==> config.mk <==
export PLATFORM = sky130hd
export DESIGN_NAME = exe_muldiv
export DESIGN_NICKNAME = d
export VERILOG_FILES = /design/src/rtl/exe_muldiv_pkg.sv /design/src/rtl/exe_muldiv_iter.sv /design/src/rtl/exe_muldiv.sv
export SDC_FILE = /design/constraint.sdc
export NUM_CORES = 1
export LEC_CHECK = 0
export CORE_MARGIN = 4
export CORE_UTILIZATION = 40
export DETAILED_ROUTE_END_ITERATION = 12
export PLACE_DENSITY = 0.64
export SYNTH_ARGS = -nofsm -noshare
export SYNTH_HDL_FRONTEND = slang
export SYNTH_HIERARCHICAL = 1
export SYNTH_SLANG_ARGS = --single-unit
==> constraint.sdc <==
create_clock -name clk_i -period 6.8 [get_ports clk_i]
set_clock_uncertainty 0.05 [all_clocks]
set_input_delay 1.02 -clock clk_i [delete_from_list [all_inputs] [get_ports clk_i]]
set_output_delay 1.02 -clock clk_i [all_outputs]
set_load 0.01 [all_outputs]
==> src/rtl/exe_muldiv_pkg.sv <==
// exe_muldiv_pkg: shared constants for the RV32M multiply/divide unit.
// Holds the M-extension funct7/funct3 codes, the FSM state encoding and
// small decode helpers used by exe_muldiv.
package exe_muldiv_pkg;

    localparam int RADDR_WIDTH = 5;

    localparam logic [6:0] INST_MULDIV = 7'b0000001;

    localparam logic [2:0] INST_MUL    = 3'b000;
    localparam logic [2:0] INST_MULH   = 3'b001;
    localparam logic [2:0] INST_MULHSU = 3'b010;
    localparam logic [2:0] INST_MULHU  = 3'b011;
    localparam logic [2:0] INST_DIV    = 3'b100;
    localparam logic [2:0] INST_DIVU   = 3'b101;
    localparam logic [2:0] INST_REM    = 3'b110;
    localparam logic [2:0] INST_REMU   = 3'b111;

    typedef enum logic [1:0] {
        MD_IDLE = 2'd0,
        MD_CALC = 2'd1,
        MD_DONE = 2'd2
    } md_state_e;

    function automatic logic is_muldiv_op(input logic [6:0] funct7);
        return funct7 == INST_MULDIV;
    endfunction

    // rs1 is treated as signed for MULH, MULHSU, DIV, REM
    function automatic logic op_signed_a(input logic [2:0] f3);
        return (f3 == INST_MULH) || (f3 == INST_MULHSU) ||
               (f3 == INST_DIV)  || (f3 == INST_REM);
    endfunction

    // rs2 is treated as signed for MULH, DIV, REM
    function automatic logic op_signed_b(input logic [2:0] f3);
        return (f3 == INST_MULH) || (f3 == INST_DIV) || (f3 == INST_REM);
    endfunction

endpackage

==> src/rtl/exe_muldiv_iter.sv <==
// exe_muldiv_iter: one combinational step of the iterative mul/div datapath.
// Ports: is_div_i selects restoring-divide step vs shift-add step; acc_i is the
//        2*XLEN working accumulator; opb_i the multiplicand/divisor magnitude; acc_o the next accumulator.
//
// Purpose: single shift-add (multiply) or restore-compare-subtract (divide) step.
// Latency: purely combinational.
// Backpressure: none; sequenced entirely by exe_muldiv.
module exe_muldiv_iter #(
    parameter int XLEN = 32
) (
    input  logic                is_div_i,
    input  logic [2*XLEN-1:0]   acc_i,
    input  logic [XLEN-1:0]     opb_i,
    output logic [2*XLEN-1:0]   acc_o
);

    logic [XLEN:0] add_sum;
    logic [XLEN:0] rem_ext;
    logic [XLEN:0] rem_sub;

    always_comb begin
        // Multiply: accumulator is {partial product, remaining multiplier bits};
        // add the multiplicand when the current multiplier LSB is set, then shift right.
        add_sum = {1'b0, acc_i[2*XLEN-1:XLEN]} + (acc_i[0] ? {1'b0, opb_i} : '0);

        // Divide: accumulator is {remainder, dividend/quotient bits}; shift left one
        // bit into the remainder. The partial remainder is always below 2*divisor,
        // so the sign of the XLEN+1 bit difference tells whether the divisor fits.
        rem_ext = acc_i[2*XLEN-1:XLEN-1];
        rem_sub = rem_ext - {1'b0, opb_i};

        acc_o = {add_sum, acc_i[XLEN-1:1]};
        if (is_div_i) begin
            if (!rem_sub[XLEN]) begin
                acc_o = {rem_sub[XLEN-1:0], acc_i[XLEN-2:0], 1'b1};
            end else begin
                acc_o = {rem_ext[XLEN-1:0], acc_i[XLEN-2:0], 1'b0};
            end
        end
    end

endmodule

==> src/rtl/exe_muldiv.sv <==
// exe_muldiv: iterative RV32M multiply/divide unit beside the execute stage.
// Ports: clk_i/rst_n_i; start_i, funct3_i, op1_i, op2_i, reg_waddr_i launch an op;
//        flush_i cancels it; busy_o, stallreq_o hold the pipeline; valid_o, result_o,
//        reg_waddr_o, reg_we_o deliver the write-back.
// Build option: EXE_MULDIV_FAST_MUL_EN replaces the iterative multiply with a
// single-cycle product (divide stays iterative).
//
// Purpose: RV32M MUL/MULH/MULHSU/MULHU/DIV/DIVU/REM/REMU on XLEN-bit operands.
// Latency: XLEN+1 cycles from launch (2 for fast multiply, 1 for div-by-zero/overflow).
// Backpressure: stallreq_o holds the pipeline from launch until the result cycle.
module exe_muldiv
    import exe_muldiv_pkg::*;
#(
    parameter  int XLEN  = 32,
    localparam int CNT_W = $clog2(XLEN) + 1
) (
    input  logic                    clk_i,
    input  logic                    rst_n_i,
    input  logic                    start_i,
    input  logic [2:0]              funct3_i,
    input  logic [XLEN-1:0]         op1_i,
    input  logic [XLEN-1:0]         op2_i,
    input  logic [RADDR_WIDTH-1:0]  reg_waddr_i,
    input  logic                    flush_i,
    output logic                    busy_o,
    output logic                    stallreq_o,
    output logic                    valid_o,
    output logic [XLEN-1:0]         result_o,
    output logic [RADDR_WIDTH-1:0]  reg_waddr_o,
    output logic                    reg_we_o
);

    md_state_e               state_q, state_d;
    logic [CNT_W-1:0]        cnt_q;
    logic [2:0]              f3_q;
    logic [RADDR_WIDTH-1:0]  rd_q;
    logic [2*XLEN-1:0]       acc_q;
    logic [XLEN-1:0]         opb_q;
    logic                    neg_q;
    logic [XLEN-1:0]         result_q;

    logic                    launch;
    logic                    is_div;
    logic                    a_neg, b_neg;
    logic [XLEN-1:0]         mag_a, mag_b;
    logic                    div_zero, div_ovf, special;
    logic [XLEN-1:0]         special_res;
    logic [2*XLEN-1:0]       acc_step, acc_calc, acc_fix;
    logic [XLEN-1:0]         quot, rmd, res_fin;
    logic                    last_step;

    // Reset gates the launch term so stallreq_o is low throughout reset.
    assign launch    = rst_n_i && (state_q == MD_IDLE) && start_i && !flush_i;
    assign is_div    = funct3_i[2];
    assign last_step = (cnt_q == CNT_W'(1));

    // Operand magnitudes and signs; the iteration runs on magnitudes only.
    assign a_neg = op_signed_a(funct3_i) && op1_i[XLEN-1];
    assign b_neg = op_signed_b(funct3_i) && op2_i[XLEN-1];
    assign mag_a = a_neg ? -op1_i : op1_i;
    assign mag_b = b_neg ? -op2_i : op2_i;

    assign div_zero = (op2_i == '0);
    assign div_ovf  = ((funct3_i == INST_DIV) || (funct3_i == INST_REM)) &&
                      (op1_i == {1'b1, {(XLEN-1){1'b0}}}) && (op2_i == '1);
    assign special  = is_div && (div_zero || div_ovf);

    always_comb begin
        special_res = funct3_i[1] ? '0 : op1_i;
        if (div_zero) begin
            special_res = funct3_i[1] ? op1_i : '1;
        end
    end

    exe_muldiv_iter #(.XLEN(XLEN)) u_iter (
        .is_div_i (f3_q[2]),
        .acc_i    (acc_q),
        .opb_i    (opb_q),
        .acc_o    (acc_step)
    );

`ifdef EXE_MULDIV_FAST_MUL_EN
    logic                fast_q;
    logic [2*XLEN-1:0]   fast_a, fast_b, fast_prod;

    // Sign-extend to 2*XLEN so the truncated product is exact for every signedness.
    assign fast_a    = {{XLEN{a_neg}}, op1_i};
    assign fast_b    = {{XLEN{op_signed_b(funct3_i) && op2_i[XLEN-1]}}, op2_i};
    assign fast_prod = fast_a * fast_b;
    assign acc_calc  = fast_q ? acc_q : acc_step;
`else
    assign acc_calc  = acc_step;
`endif

    // Final sign fix: the whole 2*XLEN product for multiplies, each half on its own for divides.
    always_comb begin
        acc_fix = neg_q ? -acc_calc : acc_calc;
        quot    = acc_calc[XLEN-1:0];
        rmd     = acc_calc[2*XLEN-1:XLEN];
        res_fin = '0;
        case (f3_q)
            INST_MUL:                           res_fin = acc_fix[XLEN-1:0];
            INST_MULH, INST_MULHSU, INST_MULHU: res_fin = acc_fix[2*XLEN-1:XLEN];
            INST_DIV, INST_DIVU:                res_fin = neg_q ? -quot : quot;
            INST_REM, INST_REMU:                res_fin = neg_q ? -rmd : rmd;
            default:                            res_fin = '0;
        endcase
    end

    always_ff @(posedge clk_i or negedge rst_n_i) begin
        if (!rst_n_i) begin
            state_q <= MD_IDLE;
        end else begin
            state_q <= state_d;
        end
    end

    always_comb begin
        state_d    = state_q;
        busy_o     = (state_q != MD_IDLE);
        stallreq_o = 1'b0;
        valid_o    = 1'b0;
        case (state_q)
            MD_IDLE: begin
                stallreq_o = launch;
                if (launch) begin
                    state_d = special ? MD_DONE : MD_CALC;
                end
            end
            MD_CALC: begin
                stallreq_o = 1'b1;
                if (flush_i) begin
                    state_d = MD_IDLE;
                end else if (last_step) begin
                    state_d = MD_DONE;
                end
            end
            MD_DONE: begin
                valid_o = !flush_i;
                state_d = MD_IDLE;
            end
            default: state_d = MD_IDLE;
        endcase
    end

    always_ff @(posedge clk_i or negedge rst_n_i) begin
        if (!rst_n_i) begin
            cnt_q    <= '0;
            f3_q     <= '0;
            rd_q     <= '0;
            acc_q    <= '0;
            opb_q    <= '0;
            neg_q    <= 1'b0;
            result_q <= '0;
`ifdef EXE_MULDIV_FAST_MUL_EN
            fast_q   <= 1'b0;
`endif
        end else if (launch) begin
            f3_q  <= funct3_i;
            rd_q  <= reg_waddr_i;
            opb_q <= mag_b;
            acc_q <= {{XLEN{1'b0}}, mag_a};
            // Remainder takes the dividend's sign; everything else the XOR of both.
            neg_q <= (funct3_i[2:1] == 2'b11) ? a_neg : (a_neg ^ b_neg);
            cnt_q <= CNT_W'(XLEN);
            if (special) begin
                result_q <= special_res;
            end
`ifdef EXE_MULDIV_FAST_MUL_EN
            fast_q <= !is_div;
            if (!is_div) begin
                acc_q <= fast_prod;
                neg_q <= 1'b0;
                cnt_q <= CNT_W'(1);
            end
`endif
        end else if (state_q == MD_CALC) begin
            if (flush_i) begin
                cnt_q <= '0;
            end else begin
                acc_q <= acc_calc;
                cnt_q <= cnt_q - CNT_W'(1);
                if (last_step) begin
                    result_q <= res_fin;
                end
            end
        end
    end

    assign result_o    = result_q;
    assign reg_waddr_o = rd_q;
    assign reg_we_o    = valid_o && (rd_q != '0);

endmodule

# == Word-level counts from Yosys, hierarchy flattened ==
# Index checks and enable logic that the tools add are counted.
# op_classes
div_mod_pow,0
muxes,31
magnitude_cmp,0
bitwise,1
shifts,0
addsub,8
n_eq_ne,21
n_mul,0
n_reduce_logical,30
# ops
op,count
32-bit two-way mux,13
64-bit two-way mux,6
32-bit negation,4
32-bit case mux with 4 select lines,1
"32-bit == test, second input constant",2
64-bit negation,1
32-bit by 33-bit adder with 33-bit output,1
33-bit by 32-bit subtractor with 33-bit output,1
32-bit logical NOT,1
"3-bit == test, second input constant",6
6-bit two-way mux,3
"3-bit by 2-bit == test with 1-bit output, second input constant",3
1-bit logical AND,9
2-bit two-way mux,4
1-bit logical OR,7
"3-bit by 1-bit == test with 1-bit output, second input constant",2
"6-bit by 1-bit == test with 1-bit output, second input constant",1
2-bit nonzero test,3
"6-bit by 1-bit subtractor with 6-bit output, second input constant",1
5-bit nonzero test,1
"2-bit == test, second input constant",2
"2-bit by 1-bit inequality test with 1-bit output, second input constant",2
2-bit case mux with 2 select lines,1
2-bit AND reduction,2
other kinds (12),14
# word_totals
word_cells,99
n_memories,0
register_bits,145
output_inout_bits,41
mem_bits_rw,0
input_bits,76
latch_bits,0
rom_bits,0

# == Depth between registers and ports, before layout ==
# logic_depth
depth_word,10
ltp_mapped,25
depth_no_buf,22

# == Cells and area by module ==
# Netlist, hierarchy kept.
# modules_own_cells
module,cells_per_inst,area_each_um2,seq_area_each_um2,n_inst
exe_muldiv,1373,10729.0,3628.5,1
exe_muldiv_iter,675,4483.0,0.0,1

# == Least setup slack after synthesis ==
# Ideal clock, no wire load.
# synth_timing
path_type,register to register
startpoint,register acc_q[31]
endpoint,register result_q[22] (netlist: result_o[22])
synth_period_minus_slack_ps,5681
path_slack_ps,1119
path_buffers,3
stages_incl_launch_ff,25
arrival_time_ps,5549
required_time_ps,6667
setup_time_ps,83
cell_sequence,dfrtp_1 inv_1 ha_1 fa_1 nor2b_1 o31ai_2 a211oi_2 o31a_1 o21ai_2 o311a_4 xor2_4 buf_2 o21ai_1 mux2_2 clkbuf_1 inv_1 ha_1 clkbuf_1 nor4b_1 nand3_1 or4_1 a31o_2 nor3_1 o22ai_1 o21ai_0
# synth_between
elab_chain_cells,10
elab_cells_between_ends,14
cone_classes,add/sub (4); mux (10)
# synth_rtl
element,line_no,source
"start, declared",exe_muldiv.sv:37,logic [2*XLEN-1:0] acc_q;
"start signal, assigned",exe_muldiv.sv:162,"acc_q <= {{XLEN{1'b0}}, mag_a};"
"start signal, assigned",exe_muldiv.sv:181,acc_q <= acc_calc;
33-bit by 32-bit subtractor with 33-bit output,exe_muldiv_iter.sv:30,"rem_sub = rem_ext - {1'b0, opb_i};"
64-bit two-way mux *,exe_muldiv_iter.sv:34,if (!rem_sub[XLEN]) begin
64-bit two-way mux *,exe_muldiv_iter.sv:33,if (is_div_i) begin
named net acc_calc[32],exe_muldiv.sv:48,"logic [2*XLEN-1:0] acc_step, acc_calc, acc_fix;"
64-bit negation or 32-bit negation (tied branches),"exe_muldiv.sv:97, exe_muldiv.sv:105",
64-bit two-way mux or 32-bit two-way mux (tied branches),"exe_muldiv.sv:97, exe_muldiv.sv:105",
32-bit case mux with 4 select lines *,exe_muldiv.sv:101,case (f3_q)
32-bit two-way mux *,exe_muldiv.sv:183,if (last_step) begin
32-bit two-way mux *,exe_muldiv.sv:178,if (flush_i) begin
32-bit two-way mux *,exe_muldiv.sv:177,end else if (state_q == MD_CALC) begin
32-bit two-way mux *,exe_muldiv.sv:158,end else if (launch) begin
"end signal, assigned",exe_muldiv.sv:167,result_q <= special_res;
"end signal, assigned",exe_muldiv.sv:184,result_q <= res_fin;
"end, declared",exe_muldiv.sv:40,logic [XLEN-1:0] result_q;
# Mark *: on every way through the listed nets, which the timed path passes. The rest lies on a longest branch. The select of a mux whose other input is x is not followed.
# A chain may end at the register's enable or synchronous reset.

# == Worst setup path after layout ==
# layout_timing
startpoint,register acc_q[31]
endpoint,register result_q[8] (netlist: result_o[8])
# Same word-level chain as after synthesis.

==> flow_summary_export.csv <==
group,metric,value,unit
run_status,status,"completed",
synth,ys_types,88,
timing,max_slew_margin,15.3,%
drt,wl,57900,um
drt,dr.pass1.iters,6,
global_routing,grt_usage,27.4,%
drt,ant_nets,0,
power_and_ir_drop,p_leak,6.98,nW
die,io-pin-count,117,
synth,avgSynthCellArea,7.43,um2
power_and_ir_drop,clockPowerShare,14.7,%
synth,synth_edf_count,0,
synth,dominantRegCellSynth,"dfrtp_1",
timing,fmax,161,MHz
worst_hold_path,hold_class,"in2async",
worst_setup_path,slowest_stage,"nor4_1",
clock_network,clk_pin_slew,70,ps
die,coreArea,37600,um2
worst_setup_path,r2r-start,"acc_q[31]",
die,core.rowCount,71,
clock_network,cts_tree,"built",
run,maxCapViolCount,0,
timing,fin_setup_tns,0,ps
synth,async_reset_ff_share,100,%
final_layout,num-fill-cells,3739,
power_and_ir_drop,share_comb_of_total_power,64.8,%
final_layout,multiInputGateArea,10800,um2
synth,synth_seq_area_share,23.9,%
synth,ys_ff_latch,145,
synth,syn_inst,2048,
global_routing,antenna_found_initial,1,
synth,netlist_area,15200,um2
synth,ys_warn_count,6,
clock_network,cts_hold_buffers,0,
timing,setup_violations,0,
worst_setup_path,slowest_delay,810,ps
power_and_ir_drop,switchingPower,3.58,mW
worst_setup_path,start_kind,"flop",
place,place.gp.congestion,0.955,
global_routing,first_global_vias,15100,
clock_network,clock_latency,450,ps
timing,min_period,6230,ps
timing,tightest_slew,1270,ps
timing,rsz0062_at_grt,"no",
final_layout,drive_above_1_share,7.37,%
worst_setup_path,r2r_slack,570,ps
final_layout,areaGrowthSynthToFinish,15.0,%
global_routing,grt_pass1_wl,89200,um
power_and_ir_drop,swShare,49.7,%
clock_network,cts_buffer_depth,2,
place,port_buffers,116,
worst_setup_path,worstPathMaxFanout,32,
clock_network,cts_buffers,17,
timing,finalHoldViolCount,0,
die,fp.dieH,203,um
power_and_ir_drop,seqPwrFrac,20.5,%
clock_network,clock_sinks,145,
worst_setup_path,worstSetupPathType,"reg2reg",
worst_setup_path,crit_arrival,6510,ps
power_and_ir_drop,vdd_ir_drop_max,0.000228,V
worst_setup_path,r2r_cells,23,
die,die_x,203,um
drt,viasPerCell,6.15,
final_layout,seqCellArea,3630,um2
timing,post-route-period-util,91.6,%
clock_network,cts_resized,0,
timing,drv_slew,0,
global_routing,grt_max_degree,112,
worst_setup_path,path_cells,"inv_1, ha_1, fa_1, nor2b_1, o31ai_2, a211oi_2, o31a_1, o21ai_2, o311a_4, xor2_4, buf_4, o21ai_1, mux2_2, inv_1, ha_1, nor4b_1, buf_4, nand4_1, nor4_1, mux2i_1, o211ai_1, a221oi_1, nor2_1",
final_layout,final_core_util,46.5,%
place,hpwl,43700,um
global_routing,grt.overflow.total,0,
drt,first_iter_violations,1509,
worst_setup_path,cp.required,7080,ps
clock_network,htree_num_levels,4,
drt,routedWlPerCell,22.2,um
drt,drc,0,
final_layout,layout.nets,2240,
clock_network,clock-root-buffer,"clkbuf_16",
worst_setup_path,r2r-end,"result_o[8]",
power_and_ir_drop,p_int,3.61,mW
die,die_area,41200,um2
power_and_ir_drop,power_density,411,nW/um2
power_and_ir_drop,power.total,7.19,mW
final_layout,antenna_cells,0,
worst_setup_path,endpoint_kind,"flop",
synth,synth_nets,2197,
die,floorplan.initialDensity,40.5,%
drt,routed-via-count,16100,
clock_network,cts_setup_buffers,0,
state kept, by name, indices dropped and copies added (netlist names):
register	count
reg_waddr_o	5
opb_q	32
neg_q	1
state_q	2
cnt_q	6
result_o	32
f3_q	3
acc_q	64
worst max-delay path: cells and delay by family (launching register included):
family          cells  cell delay [ps]
compound gates      8             1720
simple gates        5             1460
fa+ha+maj           3              810
buf+inv             4              810
mux                 2              660
flops               1              370
xor+xnor            1              220
cells in the final DEF, fill, tap and decap left out, types with 19 or more instances in the layout:
cell             instances
nand2_1                256
inv_1                   63
xor2_1                  78
maj3_1                  24
o41ai_1                 19
nor2_1                 175
and2_1                  40
clkdlybuf4s50_1        115
xnor2_1                 74
o31ai_1                 28
a21oi_1                191
nand4_1                 34
nor3_1                  70
o21ai_0                169
a22oi_1                 29
a211oi_1                24
mux2_2                  35
nand3_1                 38
dfrtp_1                143
ha_1                    71
mux2i_1                 22
buf_4                   45
a21o_1                  26
nor4_1                  24
or4_1                   19
cell families after synthesis:
| family | Yosys count | share of synthesized area [%] |
|---|---|---|
| AO/OA/AOI/OAI | 636 | 26.4 |
| adder cells (fa/ha/maj) | 97 | 7.68 |
| buffers and inverters | 203 | 5.19 |
| multiplexers | 57 | 4.04 |
| AND/OR/NAND/NOR | 757 | 23.9 |
| XOR/XNOR | 153 | 8.93 |
| flip-flops | 145 | 23.9 |
how the worst max path moves through the flow:
| stage | startpoint | end | slack [ps] | cells after the start |
|---|---|---|---|---|
| final | acc_q[31] | result_o[8] | 570 | 23 |
| after global routing | acc_q[31] | result_o[22] | 160 | 22 |
| after CTS | acc_q[31] | result_o[22] | 640 | 22 |
| after detailed placement | acc_q[31] | result_o[22] | 640 | 22 |
| after global placement | acc_q[31] | result_o[22] | 800 | 22 |
| after floorplan | acc_q[31] | result_o[22] | 1120 | 24 |
power by group through the flow:
stage / combinational, mW / sequential, mW / clock, mW
final: 4.66 / 1.47 / 1.06
after global placement: 4.52 / 1.48 / 0
after CTS: 4.57 / 1.47 / 1.06
after floorplan: 3.18 / 1.39 / 0
after global routing: 5.08 / 1.51 / 1.11
after detailed placement: 4.55 / 1.48 / 0
per-stage QoR:
step | std cells | hold WS, ps | instance area (um2) | setup WS [ps]
2_1_floorplan | 2048 | 403 | 15200 | 1120
3_3_place_gp | 2583 | 414 | 16800 | 795
3_5_place_dp | 2583 | 431 | 16800 | 645
4_1_cts | 2615 | 378 | 17500 | 635
5_1_grt | 2615 | 394 | 17500 | 165
6_report | 2615 | 396 | 17500 | 570
routing by layer:
layer  share of wire, %  vias to the layer above  global-route usage, %
met5              0.021                        -                      0
met4                4.0                        2                   10.8
met3                8.7                      127                   7.78
met2                 44                      630                   41.6
met1                 44                     7774                   37.0
li1                   -                     7551                      -
synthesized netlist by cell type (24+ instances only):
master    number  share of area, %
a211oi_1      24               1.2
a21o_1        26               1.3
a21oi_1      191               6.3
a22oi_1       29               1.4
and2_1        40               1.6
clkbuf_1     117               2.9
dfrtp_1      145                24
ha_1          71               5.8
inv_1         63               1.6
maj3_1        24               1.6
mux2_2        35               2.6
nand2_1      256               6.3
nand3_1       38               1.3
nand4_1       34               1.4
nor2_1       176               4.3
nor3_1        71               2.3
nor4_1        26               1.1
o21ai_0      169               5.6
o31ai_1       28               1.4
xnor2_1       74               4.3
xor2_1        78               4.5
cell type report:
type / instances / share of cell area (%)
Multi-Input combinational cell: 1700 / 61.9
Inverter: 66 / 1.42
Timing Repair Buffer: 161 / 8.58
Clock inverter: 12 / 1.03
Sequential cell: 145 / 20.8
Tap cell: 511 / 3.66
Clock buffer: 20 / 2.61
Power figures use the tool's default switching activity.
